[src/rtl/instr_encoder.sv]
`default_nettype none
// ============================================================================
// Module      : instr_encoder
// Description : Streaming RV32IM instruction encoder. Takes an operation
//               index plus register/immediate fields over valid/ready and
//               emits the 32-bit instruction word through a 2-entry FIFO.
//               Illegal requests emit a nop with err set.
// Revision    : 1.0 - initial release
// ============================================================================
module instr_encoder #(
    parameter int CNT_W = 16
) (
    input  logic             clk,
    input  logic             rst,
    input  logic             in_valid,
    output logic             in_ready,
    input  logic [5:0]       op,
    input  logic [4:0]       rd,
    input  logic [4:0]       rs1,
    input  logic [4:0]       rs2,
    input  logic [31:0]      imm,
    output logic             out_valid,
    input  logic             out_ready,
    output logic [31:0]      instr,
    output logic             err,
    output logic [CNT_W-1:0] instr_count,
    output logic [CNT_W-1:0] err_count
);

    localparam logic [31:0] c_nop       = 32'h0000_0013;
    localparam logic [31:0] c_ecall     = 32'h0000_0073;
    localparam logic [31:0] c_ebreak    = 32'h0010_0073;
    localparam logic [6:0]  c_opc_op    = 7'b0110011;
    localparam logic [6:0]  c_opc_imm   = 7'b0010011;
    localparam logic [6:0]  c_opc_load  = 7'b0000011;
    localparam logic [6:0]  c_opc_store = 7'b0100011;
    localparam logic [6:0]  c_opc_br    = 7'b1100011;
    localparam logic [6:0]  c_opc_jal   = 7'b1101111;
    localparam logic [6:0]  c_opc_jalr  = 7'b1100111;
    localparam logic [6:0]  c_opc_lui   = 7'b0110111;
    localparam logic [6:0]  c_opc_auipc = 7'b0010111;
    localparam logic [CNT_W-1:0] c_cnt_one = CNT_W'(1);
    localparam logic [CNT_W-1:0] c_cnt_max = {CNT_W{1'b1}};

    // FIFO storage: slot0 is always the head, slot1 the entry behind it.
    logic [32:0]      slot0_q, slot0_d;
    logic [32:0]      slot1_q, slot1_d;
    logic [1:0]       count_q, count_d;
    logic [CNT_W-1:0] icnt_q, icnt_d;
    logic [CNT_W-1:0] ecnt_q, ecnt_d;

    logic        w_push;
    logic        w_pop;
    logic [2:0]  w_f3;
    logic [6:0]  w_f7;
    logic        w_i12_ok;
    logic        w_shamt_ok;
    logic        w_b_ok;
    logic        w_j_ok;
    logic        w_u_ok;
    logic [31:0] w_enc;
    logic        w_bad;
    logic [32:0] w_entry;

    assign in_ready    = (count_q != 2'd2);
    assign out_valid   = (count_q != 2'd0);
    assign instr       = slot0_q[31:0];
    assign err         = slot0_q[32];
    assign instr_count = icnt_q;
    assign err_count   = ecnt_q;

    assign w_push = in_valid && in_ready;
    assign w_pop  = out_valid && out_ready;

    // Signed range checks: upper bits must be a pure sign extension.
    assign w_i12_ok   = (&imm[31:11]) || !(|imm[31:11]);
    assign w_shamt_ok = !(|imm[31:5]);
    assign w_b_ok     = ((&imm[31:12]) || !(|imm[31:12])) && !imm[0];
    assign w_j_ok     = ((&imm[31:20]) || !(|imm[31:20])) && !imm[0];
    assign w_u_ok     = !(|imm[31:20]);

    // func7: 0x20 for sub/sra/srai, 0x01 for the M extension, else zero.
    assign w_f7 = (op == 6'd1 || op == 6'd7 || op == 6'd16) ? 7'h20 :
                  (op >= 6'd39 && op <= 6'd46)             ? 7'h01 : 7'h00;

    // func3 lookup by operation index.
    always_comb begin
        w_f3 = 3'd0;
        case (op)
            6'd5,  6'd14, 6'd20, 6'd25, 6'd28, 6'd40:        w_f3 = 3'd1;
            6'd8,  6'd17, 6'd21, 6'd26, 6'd41:               w_f3 = 3'd2;
            6'd9,  6'd18, 6'd42:                             w_f3 = 3'd3;
            6'd2,  6'd11, 6'd22, 6'd29, 6'd43:               w_f3 = 3'd4;
            6'd6,  6'd7,  6'd15, 6'd16, 6'd23, 6'd30, 6'd44: w_f3 = 3'd5;
            6'd3,  6'd12, 6'd31, 6'd45:                      w_f3 = 3'd6;
            6'd4,  6'd13, 6'd32, 6'd46:                      w_f3 = 3'd7;
            default:                                         w_f3 = 3'd0;
        endcase
    end

    // Assemble the instruction word; illegal requests collapse to a nop.
    always_comb begin
        w_enc = c_nop;
        w_bad = 1'b0;
        case (op) inside
            [6'd0:6'd9], [6'd39:6'd46]:
                w_enc = {w_f7, rs2, rs1, w_f3, rd, c_opc_op};
            6'd10, 6'd11, 6'd12, 6'd13, 6'd17, 6'd18: begin
                w_bad = !w_i12_ok;
                w_enc = {imm[11:0], rs1, w_f3, rd, c_opc_imm};
            end
            6'd14, 6'd15, 6'd16: begin
                w_bad = !w_shamt_ok;
                w_enc = {w_f7, imm[4:0], rs1, w_f3, rd, c_opc_imm};
            end
            [6'd19:6'd23]: begin
                w_bad = !w_i12_ok;
                w_enc = {imm[11:0], rs1, w_f3, rd, c_opc_load};
            end
            [6'd24:6'd26]: begin
                w_bad = !w_i12_ok;
                w_enc = {imm[11:5], rs2, rs1, w_f3, imm[4:0], c_opc_store};
            end
            [6'd27:6'd32]: begin
                w_bad = !w_b_ok;
                w_enc = {imm[12], imm[10:5], rs2, rs1, w_f3, imm[4:1], imm[11], c_opc_br};
            end
            6'd33: begin
                w_bad = !w_j_ok;
                w_enc = {imm[20], imm[10:1], imm[11], imm[19:12], rd, c_opc_jal};
            end
            6'd34: begin
                w_bad = !w_i12_ok;
                w_enc = {imm[11:0], rs1, 3'd0, rd, c_opc_jalr};
            end
            6'd35: begin
                w_bad = !w_u_ok;
                w_enc = {imm[19:0], rd, c_opc_lui};
            end
            6'd36: begin
                w_bad = !w_u_ok;
                w_enc = {imm[19:0], rd, c_opc_auipc};
            end
            6'd37: w_enc = c_ecall;
            6'd38: w_enc = c_ebreak;
            default: w_bad = 1'b1;
        endcase
        if (w_bad) begin
            w_enc = c_nop;
        end
    end

    assign w_entry = {w_bad, w_enc};

    // FIFO next state: push fills the first free slot, pop shifts slot1 forward.
    always_comb begin
        slot0_d = slot0_q;
        slot1_d = slot1_q;
        count_d = count_q;
        case ({w_push, w_pop})
            2'b10: begin
                if (count_q == 2'd0) begin
                    slot0_d = w_entry;
                end else begin
                    slot1_d = w_entry;
                end
                count_d = count_q + 2'd1;
            end
            2'b01: begin
                if (count_q == 2'd2) begin
                    slot0_d = slot1_q;
                end
                count_d = count_q - 2'd1;
            end
            // Push with pop only happens at count 1: the new word becomes head.
            2'b11: slot0_d = w_entry;
            default: ;
        endcase
    end

    // Saturating pop counters.
    always_comb begin
        icnt_d = icnt_q;
        ecnt_d = ecnt_q;
        if (w_pop && icnt_q != c_cnt_max) begin
            icnt_d = icnt_q + c_cnt_one;
        end
        if (w_pop && slot0_q[32] && ecnt_q != c_cnt_max) begin
            ecnt_d = ecnt_q + c_cnt_one;
        end
    end

    // State registers with asynchronous reset.
    always_ff @(posedge clk or posedge rst) begin
        if (rst) begin
            slot0_q <= '0;
            slot1_q <= '0;
            count_q <= 2'd0;
            icnt_q  <= '0;
            ecnt_q  <= '0;
        end else begin
            slot0_q <= slot0_d;
            slot1_q <= slot1_d;
            count_q <= count_d;
            icnt_q  <= icnt_d;
            ecnt_q  <= ecnt_d;
        end
    end

endmodule
`default_nettype wire
[config.mk]
export PLATFORM = sky130hd
export DESIGN_NAME = instr_encoder
export DESIGN_NICKNAME = d
export VERILOG_FILES = /design/src/rtl/instr_encoder.sv
export SDC_FILE = /design/constraint.sdc
export NUM_CORES = 1
export LEC_CHECK = 0
export CAP_MARGIN = 20
export CORE_MARGIN = 2
export CORE_UTILIZATION = 52
export DETAILED_ROUTE_END_ITERATION = 16
export PLACE_DENSITY = 0.79
export REMOVE_ABC_BUFFERS = 1
export SETUP_SLACK_MARGIN = 0.1
export SLEW_MARGIN = 40
export SYNTH_ARGS = -nofsm -noshare
export SYNTH_HDL_FRONTEND = slang
export SYNTH_SLANG_ARGS = --single-unit
[constraint.sdc]
create_clock -name clk -period 4.05 [get_ports clk]
set_input_delay 0.405 -clock clk [delete_from_list [all_inputs] [get_ports clk]]
set_output_delay 0.405 -clock clk [all_outputs]
set_load 0.02 [all_outputs]
==> impl_metrics.json, run 1 <==
{
  "outcome": "finished clean",
  "cp_cell_sequence": "clkdlybuf4s50_1 -> inv_1 -> ha_1 -> and4b_1 -> nor3_1 -> buf_4 -> nor2_1 -> nand2_1 -> nor3_2 -> a222oi_1 -> o31ai_1",
  "grt_usage": 0.2987,
  "total_power_mw": 3.602,
  "grt_pass1_wl_um": 27430,
  "drv_cap": 0,
  "hold_ws_ns": 0.3890,
  "postPlaceCellArea_um2": 7113,
  "slowest_stage": "clkdlybuf4s50_1",
  "vias_per_cell": 6.255,
  "syn_area_um2": 5811,
  "r2r_end": "slot0_q[9]",
  "cts-root-buf": "clkbuf_8",
  "hpwlAfterDp_um": 12950,
  "syn_avg_cell_area_um2": 9.312,
  "die_h_um": 109.7,
  "path_clk_slew_ns": 0.09,
  "area_growth_pct": 25.97,
  "post_cts_buffers": 0,
  "crit_fanout": 10,
  "final_cell_count_no_fill": 872,
  "grt_max_degree": 56,
  "ys.warnings.count": 0,
  "rows": 38,
  "fp.dieArea_um2": 12040,
  "antenna_found_initial": 0,
  "setup_ws_ns": 0.6269,
  "hold_buffers": 0,
  "path_class": "input pin to register",
  "fin_crit_ns": 3.423,
  "start_util": 0.5337,
  "num-fill-cells": 908,
  "post-route-period-util": 0.8452,
  "crit_arrival_ns": 3.70,
  "core_area_um2": 10890,
  "worst_slew_pin_slew_ns": 0.7620,
  "finalCoreUtilization": 0.6723,
  "place_inst": 858,
  "synth-seq-area-share": 0.4220,
  "drt_first_iter_violations": 506,
  "antenna_cells": 0,
  "stdcell_area_um2": 7320,
  "cts_resized": 0,
  "max_freq_ghz": 0.2921,
  "clk_latency_ns": 0.38,
  "powerDensity_nw_per_um2": 492.2,
  "ir_drop_mv": 0.3577,
  "firstDrtPassIters": 6,
  "max_stage_delay_ns": 0.66,
  "worstSetupStartpointType": "input pin",
  "max-slew-margin-rel": 0.4788,
  "grt_overflow": 0,
  "numCtsBuffers": 9,
  "fin_setup_tns_ns": 0,
  "cts.sinks": 98,
  "rr_worst_depth": 8,
  "final_hold_viol_count": 0,
  "synth-edff-count": 0,
  "ctsLongestPathBuffers": 2,
  "drtAntennaViolNets": 0,
  "drive_gt1_frac": 0.07923,
  "cts_tree": "built",
  "final_net_count": 796,
  "ys.flop_type": "dfrtp_1",
  "synthArstFlopShare": 1.000,
  "grt_pass1_vias": 5126,
  "ys_types": 72,
  "yosys_register_bits": 98,
  "slew_viol_final": 0,
  "rsz0062_at_grt": "false",
  "portBuffers": 123,
  "routabilityCongestion": 0.9509,
  "finalClockSkew_ns": 0.009769,
  "p_leak_nw": 3.132,
  "wl_um": 17300,
  "required_ns": 4.32,
  "synthCells": 624,
  "cts_max_level": 3,
  "num_vias": 5454,
  "rrSetupSlack_ns": 1.70,
  "place_ws_ns": 0.3391,
  "top_level_ports": 124,
  "wl_per_cell_um": 19.84,
  "r2r-start": "count_q[1]",
  "drcViolationCount": 0,
  "fp.dieW_um": 109.7,
  "setup_violations": 0,
  "end_kind": "register",
  "min_path_type": "input pin to async pin"
}
layout make-up:
cell class	count	area (µm²)	area share
Clock buffer	11	141.4	0.01932
Clock inverter	3	65.06	0.008889
Inverter	14	55.05	0.007521
Multi-Input combinational cell	468	3074	0.4200
Sequential cell	98	2452	0.3350
Tap cell	140	175.2	0.02393
Timing Repair Buffer	138	1356	0.1853
power by group:
group | internal (mW) | leakage [nW] | switching (mW) | total, mW
Clock | 0.357 | 0.105 | 0.327 | 0.685
Combinational | 0.620 | 1.72 | 0.900 | 1.52
Sequential | 1.22 | 1.30 | 0.174 | 1.40
Total | 2.20 | 3.13 | 1.40 | 3.60
layer usage:
| layer | up-vias | wire, µm | GRT usage |
|---|---|---|---|
| li1 | 2517 | - | - |
| met1 | 2656 | 7600 | 0.4312 |
| met2 | 249 | 8065 | 0.4546 |
| met3 | 32 | 1202 | 0.05394 |
| met4 | 0 | 435 | 0.09855 |
| met5 | - | 0 | 0 |
worst max path at each step:
| stage | start | to | slack [ns] | depth (start not counted) |
|---|---|---|---|---|
| 2_1_floorplan | op[1] | slot1_q[32] | -0.007 | 9 |
| 3_3_place_gp | op[1] | slot0_q[19] | 0.44 | 9 |
| 3_5_place_dp | op[0] | slot0_q[19] | 0.34 | 11 |
| 4_1_cts | op[0] | slot0_q[19] | 0.73 | 11 |
| 5_1_grt | op[1] | slot0_q[15] | 0.47 | 10 |
| 6_report | op[0] | slot0_q[19] | 0.63 | 11 |
flip-flops by register name, summed over array words and instances (netlist names):
register / flops
count_q: 2
err_count: 16
instr_count: 16
slot0_q: 32
slot1_q: 32
kinds of logic (layout without fill, tap and decap cells):
| family | after synthesis | count (layout) | share of synthesized area |
|---|---|---|---|
| flip-flops | 98 | 98 | 0.4220 |
| AO/OA/AOI/OAI | 181 | 181 | 0.2173 |
| XOR/XNOR | 34 | 34 | 0.05125 |
| multiplexers | 7 | 7 | 0.01723 |
| buffers and inverters | 58 | 166 | 0.05082 |
| AND/OR/NAND/NOR | 236 | 236 | 0.2199 |
| adder cells (fa/ha/maj) | 10 | 10 | 0.02153 |
cells in the mapped netlist, drive strengths merged (3+ instances only):
cell | n | area [µm²]
o211ai | 4 | 30.03
dfrtp | 98 | 2452
a22oi | 9 | 67.56
o21ai | 29 | 148.9
ha | 10 | 125.1
and3 | 40 | 250.2
mux2 | 4 | 45.04
nand2b | 4 | 25.02
nand3 | 17 | 90.09
nand2 | 83 | 316.6
nor4 | 8 | 65.06
or2 | 4 | 27.53
inv | 14 | 52.55
xnor2 | 28 | 245.2
and4 | 6 | 52.55
a211oi | 5 | 37.54
xor2 | 6 | 52.55
a31oi | 6 | 43.79
a21oi | 44 | 220.2
nand4 | 18 | 112.6
nor2 | 26 | 100.1
and2 | 16 | 100.1
a32oi | 4 | 42.55
o31ai | 44 | 340.3
a221oi | 4 | 35.03
buf | 19 | 148.9
a222oi | 5 | 50.05
a21boi | 3 | 22.52
clkbuf | 25 | 93.84
a221o | 4 | 40.04
nor3 | 5 | 41.29
a2bb2oi | 3 | 26.28
worst max-delay path, delay by kind of cell:
family	cells	cell delay, ns
buffers and inverters	3	0.98
adders and majority gates	1	0.34
and+or+nand+nor	5	1.49
AOI/OAI and AO/OA	2	0.49
placed cells by master (no fill, tap or decap), types with 4 or more instances in the layout:
cell	instances
nand3_1	16
nand2b_1	4
o211ai_1	4
a21oi_1	43
a31oi_1	5
o31ai_1	42
ha_1	10
a222oi_1	5
a221oi_1	4
inv_1	13
a221o_1	4
clkdlybuf4s50_1	123
dfrtp_1	98
and2_1	15
buf_4	14
o21ai_1	6
xor2_1	6
and3_1	40
a211oi_1	5
mux2_2	4
nor2_1	25
clkbuf_8	10
nor4_1	7
o21ai_0	22
a22oi_1	9
nand2_1	81
nand4_1	18
xnor2_1	28
and4_1	6
Power figures use the tool's default switching activity.
==> run 2: changes to the inputs <==
Clock period 4.05 ns to 3.55 ns, I/O delays scaled along.
==> impl_metrics.json, run 2 (same netlist as run 1, synthesis figures left out) <==
{
  "outcome": "finished clean",
  "max_stage_delay_ns": 0.45,
  "powerDensity_nw_per_um2": 543.4,
  "start_util": 0.5337,
  "finalClockSkew_ns": 0.007700,
  "fin_setup_tns_ns": 0,
  "cts_resized": 0,
  "drcViolationCount": 0,
  "num_vias": 5576,
  "fin_crit_ns": 2.950,
  "ir_drop_mv": 0.4129,
  "top_level_ports": 124,
  "firstDrtPassIters": 7,
  "postPlaceCellArea_um2": 7264,
  "antenna_found_initial": 0,
  "end_kind": "register",
  "die_h_um": 109.7,
  "cp_top_family": "compound AO/OA/AOI/OAI gates",
  "wl_per_cell_um": 19.79,
  "drv_cap": 0,
  "rr_worst_depth": 8,
  "slowest_stage": "a222oi_1",
  "grt_usage": 0.2982,
  "fp.dieW_um": 109.7,
  "cts.sinks": 98,
  "ctsLongestPathBuffers": 2,
  "hold_buffers": 0,
  "crit_fanout": 9,
  "cts_tree": "built",
  "drive_gt1_frac": 0.1039,
  "cp_num_buf_inv": 2,
  "worst_slew_pin_slew_ns": 0.6125,
  "post_cts_buffers": 0,
  "grt_pass1_wl_um": 27410,
  "portBuffers": 123,
  "drtAntennaViolNets": 0,
  "vias_per_cell": 6.258,
  "final_net_count": 814,
  "max-slew-margin-rel": 0.5917,
  "grt_overflow": 0,
  "final_cell_count_no_fill": 891,
  "r2r-start": "count_q[0]",
  "setup_violations": 0,
  "wl_um": 17630,
  "antenna_cells": 0,
  "final_common_cell": "clkdlybuf4s50_1",
  "p_leak_nw": 3.212,
  "min_path_type": "input pin to async pin",
  "cts_max_level": 3,
  "clk_latency_ns": 0.39,
  "rrSetupSlack_ns": 1.08,
  "place_inst": 876,
  "rows": 38,
  "slew_viol_final": 0,
  "grt_pass1_vias": 5150,
  "total_power_mw": 4.046,
  "area_growth_pct": 28.12,
  "path_clk_slew_ns": 0.09,
  "cp_cell_sequence": "clkdlybuf4s50_1 -> buf_4 -> ha_1 -> or3_1 -> a22oi_1 -> nand3_2 -> nor3_4 -> o21ai_2 -> a222oi_1 -> o31ai_1",
  "final_hold_viol_count": 0,
  "required_ns": 3.81,
  "worstSetupStartpointType": "input pin",
  "core_area_um2": 10890,
  "largest_registers": "slot0_q: 32 flops, slot1_q: 32 flops",
  "routabilityCongestion": 0.9658,
  "final_cell_mix": "clkdlybuf4s50_1 (123), dfrtp_1 (98), nand2_1 (81)",
  "crit_arrival_ns": 3.21,
  "stdcell_area_um2": 7445,
  "path_class": "input pin to register",
  "fp.dieArea_um2": 12040,
  "rsz0062_at_grt": "false",
  "r2r_end": "slot0_q[28]",
  "max_freq_ghz": 0.3389,
  "grt_max_degree": 90,
  "numCtsBuffers": 9,
  "post-route-period-util": 0.8311,
  "drt_first_iter_violations": 682,
  "cts-root-buf": "clkbuf_8",
  "hpwlAfterDp_um": 13060
}
run 2: cell types whose count changed in the layout (fill, tap and decap cells not counted), sizes merged:
cell,before,now
clkinvlp,0,1
clkinv,1,2
bufinv,2,0
inv,14,15
buf,15,33
run 2: through the flow:
stage | hold slack [ns] | worst slack, ns | utilization
detailed placement | 0.4459 | 0.2677 | 0.6672
floorplan | 0.4149 | -0.4570 | -
CTS | 0.4659 | 0.6722 | 0.6835
finish | 0.4563 | 0.5995 | 0.6838
global route | 0.4825 | 0.4414 | 0.6838
global placement | 0.4288 | 0.3730 | 0.6669
run 2: cell type report:
type | count | area, µm²
Clock buffer | 11 | 151.4
Fill cell | 881 | 3443
Tap cell | 140 | 175.2
Clock inverter | 4 | 26.28
Sequential cell | 98 | 2452
Inverter | 14 | 60.06
Timing Repair Buffer | 156 | 1504
Multi-Input combinational cell | 468 | 3075
run 2: per-layer routing:
metal / track usage / share of wire / up-vias
met5: 0 / 0 / -
met3: 0.04624 / 0.063 / 45
li1: - / - / 2547
met2: 0.4497 / 0.47 / 263
met4: 0.1257 / 0.026 / 0
met1: 0.4267 / 0.45 / 2721
run 2: worst max-delay path by stage:
stage	start	endpoint	slack (ns)	cells past startpoint
after floorplan	op[1]	slot1_q[32]	-0.46	9
after global placement	op[0]	slot0_q[15]	0.37	10
after detailed placement	op[0]	slot0_q[15]	0.27	10
after CTS	op[0]	slot0_q[15]	0.67	10
after global routing	op[0]	slot0_q[15]	0.44	10
final	op[0]	slot0_q[15]	0.60	10
run 2: report_power, final:
group	switching, mW	leakage [nW]	internal, mW
clock network	0.398	0.0916	0.289
logic	1.03	1.82	0.728
registers	0.203	1.30	1.40
total	1.63	3.21	2.41
==> run 3: changes to the inputs <==
Settings changed: CORE_UTILIZATION 52 to 47, PLACE_DENSITY 0.79 to 0.76.
Clock period 3.55 ns to 2.4 ns, I/O delays scaled along.
==> impl_metrics.json, run 3 (same netlist as run 1, synthesis figures left out) <==
{
  "portBuffers": 123,
  "antenna_cells": 0,
  "finalClockSkew_ns": 0.008239,
  "outcome": "finished clean",
  "fin_setup_tns_ns": 0,
  "seqPwrFrac": 0.351,
  "drive_gt1_frac": 0.2707,
  "die_h_um": 115.2,
  "rows": 40,
  "top_level_ports": 124,
  "min_path_type": "input pin to async pin",
  "slew_viol_final": 0,
  "crit_arrival_ns": 2.46,
  "worst_slew_pin_slew_ns": 0.5347,
  "total_power_mw": 6.776,
  "core_area_um2": 12060,
  "drt_first_iter_violations": 546,
  "wl_um": 20860,
  "routabilityCongestion": 0.9424,
  "hold_ws_ns": 0.2964,
  "start_util": 0.4817,
  "max-slew-margin-rel": 0.6436,
  "ir_drop_mv": 0.5626,
  "post-route-period-util": 0.9328,
  "cts_tree": "built",
  "hpwlAfterDp_um": 15380,
  "pwr-share-comb": 0.452,
  "finalCoreUtilization": 0.7384,
  "final_net_count": 931,
  "fp.dieArea_um2": 13270,
  "grt_usage": 0.3186,
  "vias_per_cell": 5.940,
  "setup_violations": 0,
  "path_class": "input pin to register",
  "grt_max_degree": 43,
  "drtAntennaViolNets": 0,
  "cts-root-buf": "clkbuf_16",
  "wl_per_cell_um": 20.13,
  "final_common_cell": "buf_4",
  "grt_pass1_vias": 6062,
  "switchingPower_mw": 2.636,
  "crit_path_start": "op[1]",
  "firstDrtPassIters": 6,
  "powerDensity_nw_per_um2": 760.9,
  "largest_registers": "slot0_q: 32 flops, slot1_q: 32 flops",
  "clkPwrFrac": 0.197,
  "area_growth_pct": 53.27,
  "path_clk_slew_ns": 0.07,
  "cts.sinks": 98,
  "required_ns": 2.62,
  "worstSetupStartpointType": "input pin",
  "max_freq_ghz": 0.4467,
  "end_kind": "register",
  "final_cell_mix": "buf_4 (130), dfrtp_1 (98), clkdlybuf4s50_1 (97)",
  "final_hold_viol_count": 0,
  "num_vias": 6154,
  "internal-power_mw": 4.141,
  "crit_fanout": 5,
  "setup_ws_ns": 0.1613,
  "antenna_found_initial": 0,
  "numCtsBuffers": 9,
  "r2r-start": "instr_count[4]",
  "drcViolationCount": 0,
  "drv_cap": 0,
  "grt_overflow": 0,
  "grt_pass1_wl_um": 32580,
  "rsz0062_at_grt": "false",
  "cts_max_level": 3,
  "fin_crit_ns": 2.239,
  "clk_latency_ns": 0.35,
  "p_leak_nw": 4.115,
  "power.share.switching": 0.3890,
  "hold_buffers": 0,
  "place_ws_ns": -0.6362,
  "fp.dieW_um": 115.2,
  "ctsLongestPathBuffers": 2
}
-- run 3: timing repair --
item | in CTS | in global routing
buffers inserted | 12 | 9
setup endpoints to repair | 60 | 45
gates resized for setup | 54 | 53
pin swaps | 15 | 21
gates cloned | 6 | 0
-- run 3: layout make-up --
cell class	instances	area, µm²
clock buffer	10	229.0
clock inverter	5	38.79
fill	885	3156
inverter	14	55.05
multi-input combinational	468	3321
sequential	98	2452
tap	168	210.2
timing repair buffer	273	2600
-- run 3: worst max-delay path, cell delays in order --
cell and delay [ns]:
buf_6 0.11, buf_6 0.11, ha_4 0.16, buf_6 0.11
mux2_4 0.28, nor3b_4 0.16, a21oi_2 0.13, nor2_1 0.06
a211o_1 0.36, a21oi_4 0.24, buf_6 0.19, buf_6 0.12
buf_16 0.12, o31ai_4 0.07
-- run 3: final timing paths --
check | end | slack, ns | depth (start not counted)
min in group clk | slot1_q[1] | 0.45 | 2
max in group asynchronous | slot0_q[20] | 1.55 | 3
min | err_count[4] | 0.30 | 2
max reg2reg | instr_count[15] | 0.25 | 7
max | slot1_q[8] | 0.16 | 14
min reg2reg | slot1_q[1] | 0.45 | 2
-- run 3: per-stage QoR --
step	cell area [µm²]	instances
floorplan	5568	580
finish	8906	1036
detailed placement	7996	994
global route	8906	1036
global placement	7996	994
CTS	8681	1027
-- run 3: power by group through the flow --
stage | combinational [mW] | sequential [mW] | clock (mW)
floorplan | 1.09 | 2.63 | 0
global placement | 2.76 | 2.37 | 0
detailed placement | 2.81 | 2.39 | 0
CTS | 2.98 | 2.37 | 1.34
global route | 3.29 | 2.42 | 1.42
finish | 3.06 | 2.38 | 1.34
-- run 3: routing by layer --
metal / GRT usage / routed length, µm / vias to the layer above
li1: - / - / 2792
met3: 0.03848 / 1174 / 65
met4: 0.1365 / 857 / 0
met2: 0.5204 / 9936 / 257
met5: 0 / 0 / -
met1: 0.4291 / 8889 / 3040
